$ cat src/rtl/muldiv_unit.sv
// Multi-cycle multiply/divide unit owning the HI/LO pair.
// Shift-add multiply, restoring divide, one bit per cycle.
module muldiv_unit #(
  parameter int WIDTH = 32,
  parameter int CNT_W = 6
) (
  input  logic             Clk_in,
  input  logic             Rst_in,
  input  logic             Start_in,
  input  logic [5:0]       Funct_in,
  input  logic             Flush_in,
  input  logic [WIDTH-1:0] A_in,
  input  logic [WIDTH-1:0] B_in,
  output logic             Busy_out,
  output logic             Done_out,
  output logic             DivZero_out,
  output logic [WIDTH-1:0] Hi_out,
  output logic [WIDTH-1:0] Lo_out
);

  localparam logic [5:0] F_MTHI  = 6'h11;
  localparam logic [5:0] F_MTLO  = 6'h13;
  localparam logic [5:0] F_MULT  = 6'h18;
  localparam logic [5:0] F_MULTU = 6'h19;
  localparam logic [5:0] F_DIV   = 6'h1a;
  localparam logic [5:0] F_DIVU  = 6'h1b;

  typedef enum logic [1:0] {
    IDLE,
    RUN,
    FIX
  } state_t;

  state_t state, state_nx;

  logic [WIDTH-1:0]   hi, lo;
  logic [2*WIDTH-1:0] acc;
  logic [WIDTH-1:0]   mag;
  logic [WIDTH-1:0]   a_raw;
  logic [CNT_W-1:0]   cnt;
  logic               is_div;
  logic               neg_res;
  logic               neg_rem;
  logic               div_zero;
  logic               done;
  logic               divz;

  logic op_md, op_sgn, op_div, op_mthi, op_mtlo;

  always_comb begin
    op_md   = 1'b0;
    op_sgn  = 1'b0;
    op_div  = 1'b0;
    op_mthi = 1'b0;
    op_mtlo = 1'b0;
    unique case (Funct_in)
      F_MULT: begin
        op_md  = 1'b1;
        op_sgn = 1'b1;
      end
      F_MULTU: op_md = 1'b1;
      F_DIV: begin
        op_md  = 1'b1;
        op_sgn = 1'b1;
        op_div = 1'b1;
      end
      F_DIVU: begin
        op_md  = 1'b1;
        op_div = 1'b1;
      end
      F_MTHI: op_mthi = 1'b1;
      F_MTLO: op_mtlo = 1'b1;
      default: ;
    endcase
  end

  logic accept, start_md, start_mt, last, commit;

  assign accept   = (state == IDLE) && Start_in && !Flush_in;
  assign start_md = accept && op_md;
  assign start_mt = accept && (op_mthi || op_mtlo);
  assign last     = (cnt == CNT_W'(WIDTH - 1));
  assign commit   = (state == FIX) && !Flush_in;

  logic [WIDTH-1:0] a_abs, b_abs;

  assign a_abs = (op_sgn && A_in[WIDTH-1]) ? -A_in : A_in;
  assign b_abs = (op_sgn && B_in[WIDTH-1]) ? -B_in : B_in;

  always_comb begin
    state_nx = state;
    unique case (state)
      IDLE: if (start_md) state_nx = RUN;
      RUN: begin
        if (Flush_in) state_nx = IDLE;
        else if (last) state_nx = FIX;
      end
      FIX: state_nx = IDLE;
      default: state_nx = IDLE;
    endcase
  end

  always_ff @(posedge Clk_in or posedge Rst_in) begin
    if (Rst_in) state <= IDLE;
    else state <= state_nx;
  end

  logic [WIDTH:0]     mul_sum;
  logic [WIDTH:0]     div_try;
  logic               div_ok;
  logic [2*WIDTH-1:0] acc_step;

  always_comb begin
    mul_sum = {1'b0, acc[2*WIDTH-1:WIDTH]}
            + (acc[0] ? {1'b0, mag} : '0);
    div_try = acc[2*WIDTH-1:WIDTH-1] - {1'b0, mag};
    div_ok  = !div_try[WIDTH];
    if (is_div)
      acc_step = {div_ok ? div_try[WIDTH-1:0]
                         : acc[2*WIDTH-2:WIDTH-1],
                  acc[WIDTH-2:0], div_ok};
    else
      acc_step = {mul_sum, acc[WIDTH-1:1]};
  end

  logic [2*WIDTH-1:0] prod;
  logic [WIDTH-1:0]   quo, rem;
  logic [WIDTH-1:0]   hi_fix, lo_fix;

  always_comb begin
    prod = neg_res ? -acc : acc;
    quo  = neg_res ? -acc[WIDTH-1:0] : acc[WIDTH-1:0];
    rem  = neg_rem ? -acc[2*WIDTH-1:WIDTH]
                   : acc[2*WIDTH-1:WIDTH];
    hi_fix = prod[2*WIDTH-1:WIDTH];
    lo_fix = prod[WIDTH-1:0];
    if (is_div) begin
      hi_fix = div_zero ? a_raw : rem;
      lo_fix = div_zero ? '1 : quo;
    end
  end

  always_ff @(posedge Clk_in or posedge Rst_in) begin
    if (Rst_in) begin
      hi       <= '0;
      lo       <= '0;
      acc      <= '0;
      mag      <= '0;
      a_raw    <= '0;
      cnt      <= '0;
      is_div   <= 1'b0;
      neg_res  <= 1'b0;
      neg_rem  <= 1'b0;
      div_zero <= 1'b0;
      done     <= 1'b0;
      divz     <= 1'b0;
    end else begin
      done <= 1'b0;
      divz <= 1'b0;
      if (start_md) begin
        acc      <= {{WIDTH{1'b0}}, op_div ? a_abs : b_abs};
        mag      <= op_div ? b_abs : a_abs;
        is_div   <= op_div;
        neg_res  <= op_sgn && (A_in[WIDTH-1] ^ B_in[WIDTH-1]);
        neg_rem  <= op_sgn && A_in[WIDTH-1];
        div_zero <= op_div && (B_in == '0);
        a_raw    <= A_in;
        cnt      <= '0;
      end
      if (start_mt) begin
        if (op_mthi) hi <= A_in;
        else lo <= A_in;
        done <= 1'b1;
      end
      if (state == RUN) begin
        acc <= acc_step;
        cnt <= cnt + 1'b1;
      end
      if (commit) begin
        hi   <= hi_fix;
        lo   <= lo_fix;
        done <= 1'b1;
        divz <= is_div && div_zero;
      end
    end
  end

  assign Busy_out    = (state != IDLE);
  assign Done_out    = done;
  assign DivZero_out = divz;
  assign Hi_out      = hi;
  assign Lo_out      = lo;

endmodule

$ cat config.mk
export PLATFORM = sky130hd
export DESIGN_NAME = muldiv_unit
export DESIGN_NICKNAME = d
export VERILOG_FILES = /design/src/rtl/muldiv_unit.sv
export SDC_FILE = /design/constraint.sdc
export NUM_CORES = 1
export LEC_CHECK = 0
export BUFFER_PORTS_ARGS = -buffer_cell sky130_fd_sc_hd__clkbuf_2
export CAP_MARGIN = 20
export CELL_PAD_IN_SITES_DETAIL_PLACEMENT = 1
export CELL_PAD_IN_SITES_GLOBAL_PLACEMENT = 1
export CORE_MARGIN = 2
export CORE_UTILIZATION = 42
export CTS_CLUSTER_SIZE = 40
export DETAILED_ROUTE_END_ITERATION = 8
export MAX_ROUTING_LAYER = met4
export PLACE_DENSITY = 0.89
export RECOVER_POWER = 25
export SETUP_SLACK_MARGIN = 0.02
export SLEW_MARGIN = 10
export SYNTH_ARGS = -nofsm -noshare
export SYNTH_HDL_FRONTEND = slang
export SYNTH_SLANG_ARGS = --single-unit
$ cat constraint.sdc
create_clock -name Clk_in -period 6.04 [get_ports Clk_in]
set_input_delay 0.604 -clock Clk_in [delete_from_list [all_inputs] [get_ports Clk_in]]
set_output_delay 0.604 -clock Clk_in [all_outputs]
set_load 0.03 [all_outputs]
## Yosys cells after proc, flatten, opt, wreduce, memory -nomap -nowiden

Index checks and enable logic that the tools add are counted.

- Register bits after elaboration: 206
- Input bits: 74
- Output and inout bits: 67
- Logic and storage cells: 95

- Add/subtract/negate cells: 8
- Eq/ne operators: 12
- Mux-type cells: 36
- Bitwise operators: 1
- Reductions and logical operators: 25

Operator list:

| kind | number |
|---|---|
| $mux 32 | 18 |
| $mux 64 | 4 |
| $neg 32->32 | 4 |
| $neg 64->64 | 1 |
| $eq 6x5->1 const B | 7 |
| $add 32x32->33 | 1 |
| $sub 33x32->33 | 1 |
| $logic_not 32->1 | 1 |
| $mux 6 | 2 |
| $logic_and 1x1->1 | 10 |
| $mux 1 | 8 |
| $reduce_bool 2->1 | 4 |
| $add 6x1->6 const B | 1 |
| $mux 2 | 3 |
| $reduce_and 2->1 | 3 |
| $pmux 2 s2 | 1 |
| $reduce_or 2->1 | 2 |
| $reduce_or 4->1 | 1 |
| $ne 3x3->1 const B | 1 |
| $eq 2x1->1 const B | 1 |
| $eq 2x2->1 const B | 1 |
| $logic_not 1->1 | 2 |
| $logic_not 2->1 | 1 |
| $ne 2x1->1 const B | 1 |
| 3 further kinds | 3 |

## Depth between registers and ports, before layout

- Word-level depth: 8
- Mapped depth: 14
- Depth with buffers taken out: 13

## Least setup slack after synthesis

No wires, ideal clock.

- Kind: reg2reg
- Start: register acc[0]
- End: register acc[56]
- Setup time: 0.129 ns
- Arrival time: 3.326 ns
- Required time: 5.911 ns
- Path slack: 2.585 ns
- Cell stages (with the launch flop): 14
- Path buffers: 1
- Period minus slack after synthesis: 3.455 ns
- Cell sequence: dfrtp_1 > inv_1 > buf_1 > nor2_1 > ha_1 > a21o_1 > a21o_1 > a2111oi_0 > a31oi_1 > o41a_1 > a31oi_1 > xor2_1 > nor2_1 > a2111o_1

- Word-level cells in the longest chain between the ends: 4

Ends and longest elaborated chain:

| item | line | RTL |
|---|---|---|
| start, declared | 37 | `logic [2*WIDTH-1:0] acc;` |
| start signal, assigned | 161 | `acc <= {{WIDTH{1'b0}}, op_div ? a_abs : b_abs};` |
| start signal, assigned | 176 | `acc <= acc_step;` |
| $mux 32 | 115 | `+ (acc[0] ? {1'b0, mag} : '0);` |
| $add 32x32->33 | 115 |  |
| $mux 64 | 118 | `if (is_div)` |
| $mux 64 | 175 | `if (state == RUN) begin` |

No other way between the ends.
A chain may end at the register's enable or synchronous reset.

## Final worst setup path

- Start: register acc[31]
- End: register acc[54]

- Word-level cells in the longest chain between the ends: 4

Ends and longest elaborated chain:

| item | line | RTL |
|---|---|---|
| $sub 33x32->33 | 116 | `div_try = acc[2*WIDTH-1:WIDTH-1] - {1'b0, mag};` |
| $mux 32 | 119 | `acc_step = {div_ok ? div_try[WIDTH-1:0]` |
| $mux 64 | 118 |  |
| $mux 64 | 175 |  |

No other way between the ends.

==> key figures <==
Run status
  • Status: complete, no violations

Final layout
  • Register area: between 5000 and 6000 um^2
  • Post-Layout Inst Area: 18800 um^2
  • Fillers: ~4900
  • Nets: 2285
  • Footprint of the multi-input gates: 11000 um^2
  • Fin util: 47.2%
  • Area Overhead vs Synth: 10.6%
  • Antenna cells: 0
  • Fraction of layout cells with a size suffix above 1: approximately 11%

CTS
  • Cts bufs inserted: 24
  • Clk buf depth: 3
  • Post-CTS Setup Bufs: 0
  • Root Driver: clkbuf_16
  • Clock Sink Count: 206
  • H-tree depth: 1
  • Skew-Pair Late Insertion Delay: approximately 0.55 ns
  • Hold-fix buffers, CTS: 0
  • Cts repair resizes: 0
  • CTS tree: yes
  • Clock transition at path regs: 0.06 ns

Yosys
  • Synthesized Nets: about 2200
  • Yosys top cell area share: 30.3%
  • Post-synth EDFFs: 0
  • Synthesis-stage register bit count: 206
  • Ys Warns: 0
  • Area contributors post-synth: dfrtp_1, mux2i_1, nand2_1
  • FFs w/ async S/R, synth: 100%
  • Synth cell types: 82
  • Post-synth top cells: nand2_1, dfrtp_1, o21ai_0
  • Synth area leader: dfrtp_1
  • Most frequent cell after synthesis: nand2_1
  • Synth Flop Type: dfrtp_1
  • Mapped Area: between 15000 and 20000 um^2
  • Post-Synthesis Cells: 2096
  • Avg Inst Size Synth: 8.11 um^2
  • Seq/Total Area, Yosys: 30.3%

Detailed routing
  • DR WL met3: 5010 um
  • DR vias: about 18000
  • DR DRC count: 0
  • Initial DRC count: 1531
  • Total Wirelength: between 60000 and 70000 um
  • WL met2: 30600 um
  • DR top layer: met4
  • DRT Pass-1 Iters: 5
  • WL/cell: 24.2 um
  • M1 wire length: roughly 26000 um
  • Routed vias/inst: 6.58
  • Final ANT Viol Nets: 0

Pwr
  • LEAKAGE: roughly 8.5 nW
  • Net switching power: 3.96 mW
  • Power share of the clock group: 17.4%
  • Sequential power share: 28.7%
  • PD cells: roughly 440 nW/um^2
  • Peak VDD IR: approximately 0.00019 V
  • Comb pwr share: 53.9%
  • Int Power: 4.36 mW
  • Net Sw Frac: 47.6%

Worst setup path
  • Most common cell on crit path: nand3_1
  • Crit path max-delay family: simple AND/OR/NAND/NOR gates
  • CP Max Fanout: 38
  • WS Path Type: flip-flop to flip-flop
  • WP depth: 12
  • Crit path capture type: flip-flop
  • Crit-path cells: inv_1 > ha_1 > fa_1 > nand2b_1 > a21oi_1 > o21ai_0 > nand3_1 > nand3_1 > and4_1 > or3_2 > or4b_2 > nand3_1
  • Startpoint Class: flip-flop
  • Worst Path Buf+Inv: 1
  • Critical Path RT: 6.52 ns
  • Slowest stage cell on the critical path: or3_2
  • CP peak stage delay: around 0.94 ns
  • Crit path DAT: 5.09 ns
  • Worst reg2reg path depth: 12

STA
  • Setup TNS Final: 0 ns
  • Final worst path period share: 76.3%
  • Peak Freq: 217 MHz
  • Fin Clk Skew: ~0.012 ns
  • Least-Margin Pin Slew: 1.09 ns
  • Worst rel slew slack: 27.5%
  • Final Critical Period: 4.61 ns
  • Finish-stage setup viols: 0
  • Setup ws final: 1.43 ns
  • Final Hold Fails: 0
  • Min Hold Slack: 0.245 ns
  • Max Slew Vio Count: 0
  • RSZ-0062 raised after global routing: no

GRT
  • Largest net degree at the start of global routing: 160
  • Initial antenna violation count: 0
  • Vias in the first global route: 18000
  • Aggregate global routing overflow: 0
  • First-pass GRT wire length: 101000 um
  • GRT Overall Usage: 31.2%

Place
  • Pre-CTS setup slack: around 1.5 ns
  • DPL Wire Length: 46200 um
  • Final GP Congestion: between 0.9 and 1
  • Placed cell area: 18000 um^2
  • Port Buf Inserts: 140

Floorplan
  • DIE HEIGHT: 205 um
  • Starting Density: 42.7%
  • Die area: 42100 um^2
  • IO Count: around 140
  • Core area: 39800 um^2
  • Horiz. Die Dim: 205 um
  • # rows: 73

Worst hold path
  • HP Class: input port to flip-flop
  • WHS Path Cells: 2

Flow run
  • Max cap viols: 0
-- layer usage --
| metal | up-vias | global-route usage (%) |
|---|---|---|
| met5 | - | - |
| met3 | 210 | 4.44 |
| met1 | 8798 | 39.1 |
| met2 | 921 | 50.4 |
| li1 | 7708 | - |
| met4 | 0 | 13.5 |
-- metrics by stage --
stage | power (mW) | cells
6_report | 8.32 | 2682
5_1_grt | 8.86 | 2682
4_1_cts | 8.24 | 2677
3_5_place_dp | 6.76 | 2634
3_3_place_gp | 6.51 | 2634
2_1_floorplan | 5.52 | 2096
-- power groups by stage --
stage               Clock [mW]  Combinational (mW)  Sequential [mW]
CTS                       1.46                4.42             2.37
global placement             0                4.16             2.35
detailed placement           0                4.37             2.39
finish                    1.45                4.48             2.39
global route              1.51                4.91             2.44
floorplan                    0                3.37             2.15
-- placed cells by master, fill, tap and decap left out, drive strengths merged, types with 36 or more instances in the layout --
cell type,synthesis,layout
o21ai,185,185
nand3,41,41
nand2,263,263
a21oi,146,146
nor2,148,148
o211ai,50,50
mux2i,134,134
ha,69,69
a211oi,55,55
dfrtp,206,206
xor2,81,81
clkbuf,125,177
inv,65,64
a21o,36,36
xnor2,96,96
-- worst paths after layout --
check,startpoint,end,slack (ns)
max in group asynchronous,Rst_in,Hi_out[15],4.46
min in group asynchronous,Rst_in,acc[27],0.27
worst max-delay path,acc[31],acc[54],1.43
worst min-delay path,Flush_in,state[1],0.24
worst min register to register,a_raw[4],a_raw[4],0.48
worst max register to register,acc[31],acc[54],1.43
-- flip-flops by register name, summed over array words and instances (netlist names) --
signal / count
DivZero_out: 1
Done_out: 1
Hi_out: 32
Lo_out: 32
a_raw: 32
acc: 64
cnt: 6
div_zero: 1
is_div: 1
mag: 32
neg_rem: 1
neg_res: 1
state: 2
-- area by class of cell --
cell class / instances / share of cell area, %
multi-input cells: 1674 / 58.7
repair buffers: 169 / 5.05
inverters: 65 / 1.30
clock buffers: 37 / 3.83
well taps: 525 / 3.49
clock inverters: 6 / 0.173
flip-flops and latches: 206 / 27.4
-- logic make-up (layout without fill, tap and decap cells) --
kind of cell / Yosys count / in the layout / share of synthesized area (%)
AO/OA/AOI/OAI: 656 / 656 / 24.8
AND/OR/NAND/NOR: 631 / 631 / 17.2
buffers and inverters: 216 / 277 / 4.96
flip-flops: 206 / 206 / 30.3
XOR/XNOR: 177 / 177 / 9.12
multiplexers: 139 / 139 / 8.23
adder cells (fa/ha/maj): 71 / 71 / 5.32
Note: power is estimated with default switching activity, not from simulation.
